`config.mk`:
```
export PLATFORM = sky130hd
export DESIGN_NAME = prog_seq
export DESIGN_NICKNAME = d
export VERILOG_FILES = /design/src/rtl/prog_seq.sv
export SDC_FILE = /design/constraint.sdc
export NUM_CORES = 1
export LEC_CHECK = 0
export CORE_MARGIN = 5
export CORE_UTILIZATION = 45
export DETAILED_ROUTE_END_ITERATION = 8
export DONT_BUFFER_PORTS = 1
export PLACE_DENSITY = 0.72
export SYNTH_ARGS = -nofsm -noshare
export SYNTH_HDL_FRONTEND = slang
export SYNTH_SLANG_ARGS = --single-unit
```
`constraint.sdc`:
```
create_clock -name Clk -period 5.4 [get_ports Clk]
set_clock_uncertainty 0.05 [all_clocks]
set_input_delay 1.08 -clock Clk [delete_from_list [all_inputs] [get_ports Clk]]
set_output_delay 1.08 -clock Clk [all_outputs]
set_load 0.01 [all_outputs]
```
`src/rtl/prog_seq.sv`:
```
// prog_seq: program sequencer for the 3BC core.
// Run-control FSM (IDLE/RUN/DONE), relative/absolute branches, a hardware
// call/return stack and a sticky stack-error flag. Every output comes from a
// register or is decoded directly from registered state.
module prog_seq #(
  parameter int              PC_W        = 10,
  parameter int              STACK_DEPTH = 4,
  parameter logic [PC_W-1:0] START_ADDR  = '0
) (
  input  logic                               Clk,
  input  logic                               Reset,
  input  logic                               Start,
  input  logic                               Halt,
  input  logic                               Stall,
  input  logic                               BranchEn,
  input  logic                               BranchAbs,
  input  logic                               Call,
  input  logic                               Ret,
  input  logic [PC_W-1:0]                    Target,
  output logic [PC_W-1:0]                    ProgCtr,
  output logic                               Running,
  output logic                               Done,
  output logic                               StackErr,
  output logic [$clog2(STACK_DEPTH+1)-1:0]   Depth
);

  localparam int DW = $clog2(STACK_DEPTH + 1);
  localparam int IW = (STACK_DEPTH > 1) ? $clog2(STACK_DEPTH) : 1;

  typedef enum logic [1:0] {
    S_IDLE,
    S_RUN,
    S_DONE
  } state_e;

  state_e          state_q, state_d;
  logic [PC_W-1:0] pc_q, pc_d;
  logic            err_q, err_d;
  logic [DW-1:0]   depth_q, depth_d;
  logic            push_en;

  logic [PC_W-1:0] stack_q [STACK_DEPTH];

  logic [PC_W-1:0] pc_inc;
  logic [PC_W-1:0] dest;
  logic [PC_W-1:0] top;
  logic            stack_full;

  // Shared datapath: all additions wrap modulo 2^PC_W by truncation, so a
  // two's-complement Target yields a backward branch.
  assign pc_inc     = pc_q + PC_W'(1);
  assign dest       = BranchAbs ? Target : pc_q + Target;
  assign top        = stack_q[IW'(depth_q - DW'(1))];
  assign stack_full = (depth_q == DW'(STACK_DEPTH));

  // Next-state logic: run control plus the single prioritised action per RUN cycle.
  always_comb begin
    // NOTE: every comb output gets a default first so no path can infer a latch.
    state_d = state_q;
    pc_d    = pc_q;
    err_d   = err_q;
    depth_d = depth_q;
    push_en = 1'b0;

    case (state_q)
      S_IDLE, S_DONE: begin
        if (Start) begin
          state_d = S_RUN;
          pc_d    = START_ADDR;
          depth_d = '0;
          err_d   = 1'b0;
        end
      end

      S_RUN: begin
        if (Stall) begin
          // Freeze: PC, stack and flags all hold.
        end else if (Halt) begin
          state_d = S_DONE;
        end else if (Ret) begin
          if (depth_q != '0) begin
            pc_d    = top;
            depth_d = depth_q - DW'(1);
          end else begin
            err_d = 1'b1;
            pc_d  = pc_inc;
          end
        end else if (Call) begin
          pc_d = dest;
          if (stack_full) begin
            err_d = 1'b1;
          end else begin
            push_en = 1'b1;
            depth_d = depth_q + DW'(1);
          end
        end else if (BranchEn) begin
          pc_d = dest;
        end else begin
          pc_d = pc_inc;
        end
      end

      default: state_d = S_IDLE;
    endcase
  end

  // Control and PC registers; synchronous Reset overrides everything.
  always_ff @(posedge Clk) begin
    // NOTE: sequential state uses non-blocking assignments only.
    if (Reset) begin
      state_q <= S_IDLE;
      pc_q    <= START_ADDR;
      err_q   <= 1'b0;
      depth_q <= '0;
    end else begin
      state_q <= state_d;
      pc_q    <= pc_d;
      err_q   <= err_d;
      depth_q <= depth_d;
    end
  end

  // Return-address storage; the entry above the current top receives PC+1.
  always_ff @(posedge Clk) begin
    // NOTE: the stack array is deliberately not reset; Depth alone marks valid entries.
    if (!Reset && push_en) begin
      stack_q[IW'(depth_q)] <= pc_inc;
    end
  end

  assign ProgCtr  = pc_q;
  assign Running  = (state_q == S_RUN);
  assign Done     = (state_q == S_DONE);
  assign StackErr = err_q;
  assign Depth    = depth_q;

endmodule

```
==> impl_results.md, run 1 <==
* Status: finished, final reports clean
* IO buf count at 0
* Worst-path clk slew at 110 ps
* Initial core utilization at between 40% and 50%
* Worst slew margin at between 30 and 40%
* Adder-cell share of the synthesized area at between 7 and 8%
* Worst EP arrival at 2990 ps
* DR vias/cell at between 6 and 7
* Power Dens Cells at between 200 and 300 nW/um^2
* Startpoint types: primary input
* Mapped Cells at 267
* GRT Residual Overflow at 0
* Root buffer cell: clkbuf_8
* Combinational share of power at ~15%
* Die area at 8569 sq um
* Peak fanout along the critical path at 3
* FF+latch area at between 1500 and 2000 sq um
* Vias in the first global route at 2150
* Worst-Skew Late Latency at around 310 ps
* R2R Path Start: state_q[0]$_SDFFE_PP0P_
* Final wirelength at between 6000 and 7000 microns
* Worst min-delay path class: register to register
* Cell depth of the worst flop-to-flop path at 5
* Commonest non-fill, non-tap cell in the layout: edfxtp_1
* RSZ-0062 raised after global routing: no
* Switching share of total power at ~28%
* Row cnt at 30
* Fillers at just under 600
* Synthesized flop and latch total at 56
* I/O pin total at 35
* P&R area growth vs syn at 5.383%
* R2R Setup Slk at between 2000 and 3000 ps
* Commonest cells after routing, fill and taps aside: 40 x edfxtp_1, 24 x nor2_1, 16 x dfxtp_1, 16 x ha_1
* Pre-Repair DR Iteration Count at 4
* Ys Warns at 0
* Non-filler cells, final at 348
* # diodes at 0
* Setup_tns at 0 ps
* Critical Path RT at roughly 5600 ps
* Sequential share of the synthesized area at just under 50%
* Post-Synth XOR/XNOR Area at under 10%
* CTS buffer count at 5
* Max frequency at around 350 MHz
* EDFF count, synth at 40
* FF-to-FF End: Depth[1]$_SDFFE_PP0P_
* Final core utilization at 48.12%
* Simple-gate share of the synthesized area at 14.97%
* Cells after DPL at 340
* Multi-input gate area at 1475 sq um
* HP Start: Depth[1]$_SDFFE_PP0P_
* CTS Hold Bufs at 0
* Via count at 2144
* Post-route cell area at about 3200 sq um
* Crit end category: register
* Setup Viol. Count Final at 0
* Total of max-cap violations at 0
* Final Max Slew Viols at 0
* Die width at a little over 90 microns
* Setup Fix Bufs, Post-CTS at 0
* Synth cell types at between 50 and 60
* CTS sink count at 56
* Initial antenna violation count at 0
* Clk buf depth at 2
* DP Area at 3142 sq um
* Pin count of the biggest net entering global routing at 20
* CTS H-tree lvls at 2
* Leak at ~1.1 nW
* Placeable Area at approximately 6700 sq um
* Hpwl dp at approximately 5000 microns
* Net Sw Power at approximately 0.00024 W
* Residual DRC at 0
* Int Pwr at 0.0006208 W
* Post-synth top area share at approximately two fifths
* Ys async rst share at 0%
* Mapped Avg Cell Area at 11.49 sq um
* Final Critical Period at ~2800 ps
* CTS tree: done
* First-pass GRT wire length at 11080 microns
* Top FF cell, synth: edfxtp_1
* Mux share of post-synthesis cell area at 8.034%
* Antenna viol nets, final at 0
* WHS Endpoint: Depth[1]$_SDFFE_PP0P_
* Post-Synthesis Cell Area at around 3100 sq um
* Combinational family with the most area after synthesis: simple AND/OR/NAND/NOR gates
* Post-synthesis compound-gate area fraction at between 10 and 15%
* Post-CTS sizing at 0
* GRT Total Usage at roughly 16%
* Placer Congestion at between 0.8 and 0.9
* Die height at just over 90 microns
* Hold Path Depth at 2
* Final period util at between 50% and 60%
* Worst-Margin Slew at 943.3 ps
* Synth area leader: edfxtp_1
* Share of cells above drive strength 1 at around a tenth
* Critical Setup Path Class: primary input to register
* Clock group share of total power at roughly 27%
* Routed length per placed instance at a little under 20 microns
* Final hold vios at 0
* NumNets Final at slightly above 300
* Top post-synthesis cells by area: edfxtp_1 39%, dfxtp_1 10%, mux4_2 7.3%
* DRT iter0 DRCs at approximately 150
* Reg power frac at between 50% and 60%
* IR drop worst, VDD at around 0.00011 V
* Mapped Nets at between 300 and 400
## area by class of cell
type                            instances  area share (%)
Sequential cell                        56           47.06
Multi-Input combinational cell        193           45.63
Tap cell                               80           3.096
Clock buffer                            5           2.128
Inverter                               10           1.161
Clock inverter                          3          0.6966
Timing Repair Buffer                    1          0.2322
## synthesized netlist by cell type, types with 8 or more instances
master / number
nor2_1: 24
o21ai_0: 15
inv_1: 10
nor3_1: 11
nand3_1: 8
mux4_2: 10
dfxtp_1: 16
nand2_1: 13
edfxtp_1: 40
ha_1: 16
xnor2_1: 8
a21oi_1: 15
## routing by layer
layer  global-route usage, %  wire length [microns]
met1                   21.35                   3009
met2                   26.65                   3362
met3                   2.762                    323
met4                   5.817                    169
met5                       0                      0
## worst max-delay path by stage
stage | startpoint | to | slack [ps]
2_1_floorplan | Target[1] | ProgCtr[9]$_SDFFE_PP0P_ | 2380
3_3_place_gp | Target[1] | ProgCtr[9]$_SDFFE_PP0P_ | 2290
3_5_place_dp | Target[1] | ProgCtr[9]$_SDFFE_PP0P_ | 2270
4_1_cts | Target[1] | ProgCtr[9]$_SDFFE_PP0P_ | 2590
5_1_grt | state_q[0]$_SDFFE_PP0P_ | Depth[1]$_SDFFE_PP0P_ | 2410
6_report | Target[1] | ProgCtr[9]$_SDFFE_PP0P_ | 2570
## critical path, stage by stage
cell      delay [ps]
ha_1             300
a211oi_2         230
o21bai_1         140
and4_4           210
or4b_4           510
and3_1           170
or3_1            340
## sequential cells by signal, summed over array words and instances (netlist names)
register  count
Depth         3
ProgCtr      10
StackErr      1
stack_q      40
state_q       2
## per-stage QoR
step	setup WS (ps)	hold slack [ps]	power (W)
after floorplan	2381	468.8	0.0006029
after global placement	2291	509.5	0.0006286
after detailed placement	2275	508.5	0.0006325
after CTS	2590	526.0	0.0008638
after global routing	2414	573.2	0.0008987
final	2569	522.6	0.0008603
## logic make-up after synthesis
kind of cell    after synthesis
simple gates                 88
compound gates               64
mux                          12
buf+inv                      18
fa+ha+maj                    17
flops                        56
xor+xnor                     12
## power groups by stage
stage	sequential (W)	clock [W]	combinational [W]
2_1_floorplan	0.000497	0	0.000106
3_3_place_gp	0.000502	0	0.000127
3_5_place_dp	0.000502	0	0.000131
4_1_cts	0.000492	0.000240	0.000131
5_1_grt	0.000494	0.000258	0.000147
6_report	0.000492	0.000236	0.000132
Power figures use the tool's default switching activity.
==> run 2, diff against run 1 <==
--- a/config.mk
+++ b/config.mk
@@ -9,7 +9,7 @@
 export CORE_UTILIZATION = 45
 export DETAILED_ROUTE_END_ITERATION = 8
 export DONT_BUFFER_PORTS = 1
-export PLACE_DENSITY = 0.72
+export PLACE_DENSITY = 0.74
 export SYNTH_ARGS = -nofsm -noshare
 export SYNTH_HDL_FRONTEND = slang
 export SYNTH_SLANG_ARGS = --single-unit
==> constraint.sdc (replaced) <==
create_clock -name Clk -period 2.3 [get_ports Clk]
set_clock_uncertainty 0.05 [all_clocks]
set_input_delay 0.46 -clock Clk [delete_from_list [all_inputs] [get_ports Clk]]
set_output_delay 0.46 -clock Clk [all_outputs]
set_load 0.01 [all_outputs]
==> run 2 against run 1 <==
Against the previous run: setup slack worse by 2500 ps; die area is the same; non-clock buffer count is 32 higher; first-iteration DRC count is 2.0% lower; largest cell class is now multi-input gates.
==> impl_results.md, run 2 (synthesized netlist as in run 1, its figures left out) <==
* Max reg flops at 40
* Max frequency at around 440 MHz
* Worst slew margin at between 50 and 60%
* I/O pin total at 35
* NumNets Final at 335
* Global route hottest layer: met2
* Clk buf depth at 2
* Critical Setup Path Class: register to register
* Residual DRC at 0
* Final period util at between 90% and 100%
* Final Max Slew Viols at 0
* Root buffer cell: clkbuf_8
* Worst-path clk slew at ~120 ps
* Setup Viol. Count Final at 0
* Met2 Resource Use GR at between 20% and 30%
* Final wirelength at 7121 microns
* IO buf count at 0
* RSZ-0062 raised after global routing: yes
* Final WS setup at roughly 42 ps
* Most flops, register: stack_q
* Met1 usage at a little over a fifth
* Critical Path RT at 2470 ps
* Die area at 8569 sq um
* Routed length per placed instance at 18.74 microns
* Worst min-delay path class: primary input to register
* Crit end category: register
* GRT met3 Usage at between 2 and 3%
* Antenna viol nets, final at 0
* Die width at ~90 microns
* Commonest non-fill, non-tap cell in the layout: edfxtp_1
* Worst-Skew Late Latency at between 300 and 400 ps
* CTS tree: done
* GRT Total Usage at between 10% and 20%
* DR vias/cell at a little over 6
* Cells after DPL at 370
* CTS buffer count at 5
* DRT iter0 DRCs at roughly 150
* Worst-Margin Slew at around 710 ps
* Worst EP arrival at about 2400 ps
* Status: finished, final reports clean
* Non-filler cells, final at 380
* Vias in the first global route at 2317
* Placer Congestion at 0.8602
* Commonest cells after routing, fill and taps aside: 40 x edfxtp_1, 32 x buf_4, 24 x nor2_1
* Hpwl dp at 5202 microns
* Via count at 2305
* DP Area at about 3400 sq um
* Final hold vios at 0
* Initial antenna violation count at 0
* Power Dens Cells at between 600 and 700 nW/um^2
* # diodes at 0
* Share of cells above drive strength 1 at between 20% and 30%
* Peak fanout along the critical path at 2
* Initial core utilization at a little under half
* Dpl ws at -106.5 ps
* First-pass GRT wire length at between 10000 and 15000 microns
* Post-route cell area at 3565 sq um
* IR drop worst, VDD at a little under 0.0003 V
* CTS H-tree lvls at 2
* Total of max-cap violations at 0
* Pin count of the biggest net entering global routing at 20
* Row cnt at 30
* Startpoint types: register
* P&R area growth vs syn at 16.19%
* CTS sink count at 56
* Fin Hold WS at ~140 ps
* Placeable Area at between 6000 and 7000 sq um
* Die height at ~93 microns
* Cell depth of the worst flop-to-flop path at 7
* Fillers at roughly 560
* GRT Residual Overflow at 0
* Leak at around 1.3 nW
* Hold Path Depth at 1
* Final Critical Period at 2258 ps
* Pre-Repair DR Iteration Count at 4
==> run 2: cell types whose count changed in the layout (fill, tap and decap cells not counted), sizes merged <==
cell	change
buf	+32
inv	+1
bufinv	+1
clkinv	-2
==> run 2: area by class of cell <==
type                            instances  area, sq um  share of cell area (%)
Sequential cell                        56         1528                   42.86
Clock inverter                          3        50.05                   1.404
Inverter                               10        37.54                   1.053
Clock buffer                            5        68.82                   1.931
Multi-Input combinational cell        193         1529                   42.89
Timing Repair Buffer                   33        251.5                   7.055
Tap cell                               80        100.1                   2.808
==> run 2: power by group <==
part           switching (W)  internal [W]
combinational       0.000220      0.000183
sequential         0.0000204       0.00111
clock               0.000352      0.000337
total               0.000593       0.00163
==> run 2: per-layer routing <==
| layer | vias to the layer above | share of wire (%) |
|---|---|---|
| met4 | 0 | 2.0 |
| met1 | 1124 | 43 |
| met5 | - | 0 |
| met3 | 10 | 5.3 |
| met2 | 68 | 49 |
| li1 | 1103 | - |
==> run 2: critical path, cell delays in order, from the launching register on <==
cell	delay [ps]
dfxtp_2	370
ha_4	210
a211oi_2	190
o21bai_1	110
and4_4	200
or4b_4	520
and3_4	180
or3_1	330
==> run 2: timing repair <==
action	in CTS	in global routing
setup buffers	0	2
gates resized for setup	0	6
endpoints found under the hold margin	0	0
endpoints found under the setup margin	0	4
hold buffers	0	0
==> run 2: worst paths after layout <==
kind	to	from	slack, ps
setup / recovery	ProgCtr[9]$_SDFFE_PP0P_	ProgCtr[1]$_SDFFE_PP0P_	40
setup reg to reg	ProgCtr[9]$_SDFFE_PP0P_	ProgCtr[1]$_SDFFE_PP0P_	40
hold reg to reg	StackErr$_SDFFE_PP0P_	StackErr$_SDFFE_PP0P_	520
hold / removal	ProgCtr[8]$_SDFFE_PP0P_	Reset	140
==> run 2: per-stage QoR <==
stage	setup TNS [ps]	total power (W)	util [%]
3_3_place_gp	-97.36	0.001532	50.76
4_1_cts	0	0.002222	52.53
5_1_grt	-87.16	0.002314	53.05
3_5_place_dp	-106.5	0.001540	50.76
2_1_floorplan	0	0.001425	-
6_report	0	0.002220	53.05
==> run 3, diff against run 2 <==
--- a/config.mk
+++ b/config.mk
@@ -5,6 +5,7 @@
 export SDC_FILE = /design/constraint.sdc
 export NUM_CORES = 1
 export LEC_CHECK = 0
+export ABC_AREA = 1
 export CORE_MARGIN = 5
 export CORE_UTILIZATION = 45
 export DETAILED_ROUTE_END_ITERATION = 8
==> run 3 against run 2 <==
Against the previous run: worst hold slack better by 7.2 ps; critical path depth is 2 higher; register-to-register slack better by 220 ps; combinational power rose by 64%; non-clock buffer count down 17; wire length up 18%; core utilization shrank 2.6 points; critical path type unchanged; largest cell class unchanged; synthesized cell count grew 59%; sequential share of layout area is 1.5 points lower; setup slack better by 220 ps; fmax increased by 11%; power rose by 7.8%.
==> impl_results.md, run 3 <==
* DP Area at around 3600 sq um
* Worst setup startpoint: Depth[1]$_SDFFE_PP0P_
* Max reg flops at 40
* GRT Residual Overflow at 0
* Fin Hold WS at ~150 ps
* DR vias/cell at 5.541
* Die width at approximately 97 microns
* Pin count of the biggest net entering global routing at 25
* CTS buffer count at 5
* Post-CTS sizing at 0
* Antenna viol nets, final at 0
* Status: finished, final reports clean
* Vias in the first global route at ~2800
* RSZ-0062 raised after global routing: no
* Met1 usage at around 22%
* Family with the most delay on the worst path: simple AND/OR/NAND/NOR gates
* IR drop worst, VDD at ~0.00025 V
* Count leader, synth: nand2_1
* FF-to-FF End: stack_q[2][7]$_DFFE_PP_
* # diodes at 0
* Hpwl dp at just over 6000 microns
* Worst-Skew Late Latency at between 300 and 400 ps
* Final wirelength at ~8400 microns
* CTS Hold Bufs at 0
* Placer Congestion at between 0.8 and 0.9
* First-pass GRT wire length at between 10000 and 15000 microns
* Post-Synthesis Cell Area at about 3400 sq um
* Synthesized flop and latch total at between 50 and 60
* DRT iter0 DRCs at ~240
* Worst slew margin at roughly 69%
* Placeable Area at roughly 7300 sq um
* CP Buf/Inv Count at 3
* Final Critical Period at about 2000 ps
* Mapped Avg Cell Area at ~8.0 sq um
* R2R Path Start: Depth[1]$_SDFFE_PP0P_
* Final Max Slew Viols at 0
* I/O pin total at 35
* CTS tree: done
* Final hold vios at 0
* R2R Setup Slk at 260 ps
* Met2 Resource Use GR at ~30%
* Die area at 9393 sq um
* P&R area growth vs syn at 8.208%
* Cell depth of the worst flop-to-flop path at 9
* Synth area leader: edfxtp_1
* Cell Chain, Critical Path: inv_1 -> ha_1 -> ha_1 -> inv_1 -> nand3_1 -> nor3_1 -> nand3_1 -> nor2_1 -> buf_4
* Worst-path cell with the longest stage delay: dfxtp_1
* Ys async rst share at 0%
* NumNets Final at approximately 470
* Synth cell count leaders: 94 x nand2_1, 52 x inv_1, 44 x nand3_1
* Setup Fix Bufs, Post-CTS at 0
* Top FF cell, synth: edfxtp_1
* Peak fanout along the critical path at 10
* Die height at slightly below 100 microns
* Pre-Repair DR Iteration Count at 5
* Total of max-cap violations at 0
* CTS sink count at 56
* Global route hottest layer: met2
* Crit end category: register
* Share of cells above drive strength 1 at between 10% and 20%
* Leak at between 1.5 and 2 nW
* Initial antenna violation count at 0
* Ys Warns at 0
* CTS H-tree lvls at 2
* Routed length per placed instance at around 16 microns
* Commonest non-fill, non-tap cell in the layout: nand2_1
* Worst-path clk slew at 100 ps
* Critical Path RT at between 2000 and 2500 ps
* Most flops, register: stack_q
* WP depth at 9
* Max frequency at between 400 and 500 MHz
* Clk buf depth at 2
* Final period util at between 80% and 90%
* Critical Setup Path Class: register to register
* Post-synth top area share at a little over a third
* GRT Total Usage at 17.90%
* Startpoint types: register
* Sequential share of the synthesized area at approximately 45%
* Initial core utilization at between 40% and 50%
* Mapped Nets at 461
* Residual DRC at 0
* Row cnt at 31
* IO buf count at 0
* Mapped Cells at 425
* Commonest cells after routing, fill and taps aside: 94 x nand2_1, 52 x inv_1, 44 x nand3_1
* Synth cell types at 36
* Top post-synthesis cells by area: edfxtp_1 35%, nand2_1 10%, dfxtp_1 9.4%
* Setup Viol. Count Final at 0
* Power Dens Cells at 650.7 nW/um^2
* Worst min-delay path class: primary input to register
* Worst EP arrival at between 2000 and 2500 ps
* GRT met3 Usage at 5.252%
* EDFF count, synth at 40
* Post-route cell area at 3679 sq um
* Root buffer cell: clkbuf_8
* Worst setup path endpoint: stack_q[2][7]$_DFFE_PP_
* Crit-path max cell delay at between 300 and 400 ps
* Worst-Margin Slew at ~470 ps
* Via count at between 2000 and 3000
run 3: cell types whose count changed in the layout (fill, tap and decap cells not counted), sizes merged, moves of 7 or more:
cell	before	now
a21oi	15	30
buf	33	16
inv	12	61
mux4	10	0
nand2	13	98
nand3	8	44
nor2	24	41
o21ai	15	36
xnor2	8	1
run 3: stage by stage:
step                      std cells  power, W  utilization [%]  setup WS, ps  TNS [ps]
after floorplan                 425  0.001666                -        -126.6     -5063
after global placement          530  0.001822            49.12         330.7         0
after detailed placement        530  0.001838            49.12         273.0         0
after CTS                       538  0.002395            50.45         262.7         0
after global routing            538  0.002534            50.45         75.43         0
final                           538  0.002394            50.45         263.2         0
run 3: layer usage:
layer / up-vias / share of wire (%)
li1: 1445 / -
met1: 1408 / 42
met2: 110 / 48
met3: 18 / 7.8
met4: 0 / 2.4
met5: - / 0
run 3: how the worst min path moves through the flow:
stage                                     start                     to  depth (start not counted)
final                                     Reset  Depth[2]$_SDFFE_PP0P_                          1
after global routing                      Reset  StackErr$_SDFFE_PP0P_                          1
after CTS                                 Reset  StackErr$_SDFFE_PP0P_                          1
after detailed placement  StackErr$_SDFFE_PP0P_  StackErr$_SDFFE_PP0P_                          2
after global placement    Depth[1]$_SDFFE_PP0P_  Depth[1]$_SDFFE_PP0P_                          2
after floorplan           StackErr$_SDFFE_PP0P_  StackErr$_SDFFE_PP0P_                          2
run 3: logic make-up (layout without fill, tap and decap cells):
| kind of cell | Yosys count | in the layout | synth area share, % |
|---|---|---|---|
| fa+ha+maj | 17 | 17 | 6.478 |
| compound gates | 78 | 78 | 12.55 |
| buf+inv | 70 | 84 | 8.428 |
| xor+xnor | 5 | 5 | 1.288 |
| simple gates | 199 | 199 | 26.50 |
| flops | 56 | 56 | 44.76 |
run 3: area by class of cell:
cell class,count,area (sq um)
Multi-Input combinational cell,299,1592
Tap cell,99,123.9
Clock buffer,5,68.82
Fill cell,722,3613
Sequential cell,56,1521
Inverter,60,225.2
Clock inverter,3,27.53
Timing Repair Buffer,16,120.1
run 3: power by group:
part | switching (W) | leakage (nW) | internal (W)
Sequential | 0.0000382 | 0.504 | 0.00113
Combinational | 0.000440 | 1.00 | 0.000218
Clock | 0.000345 | 0.0463 | 0.000224
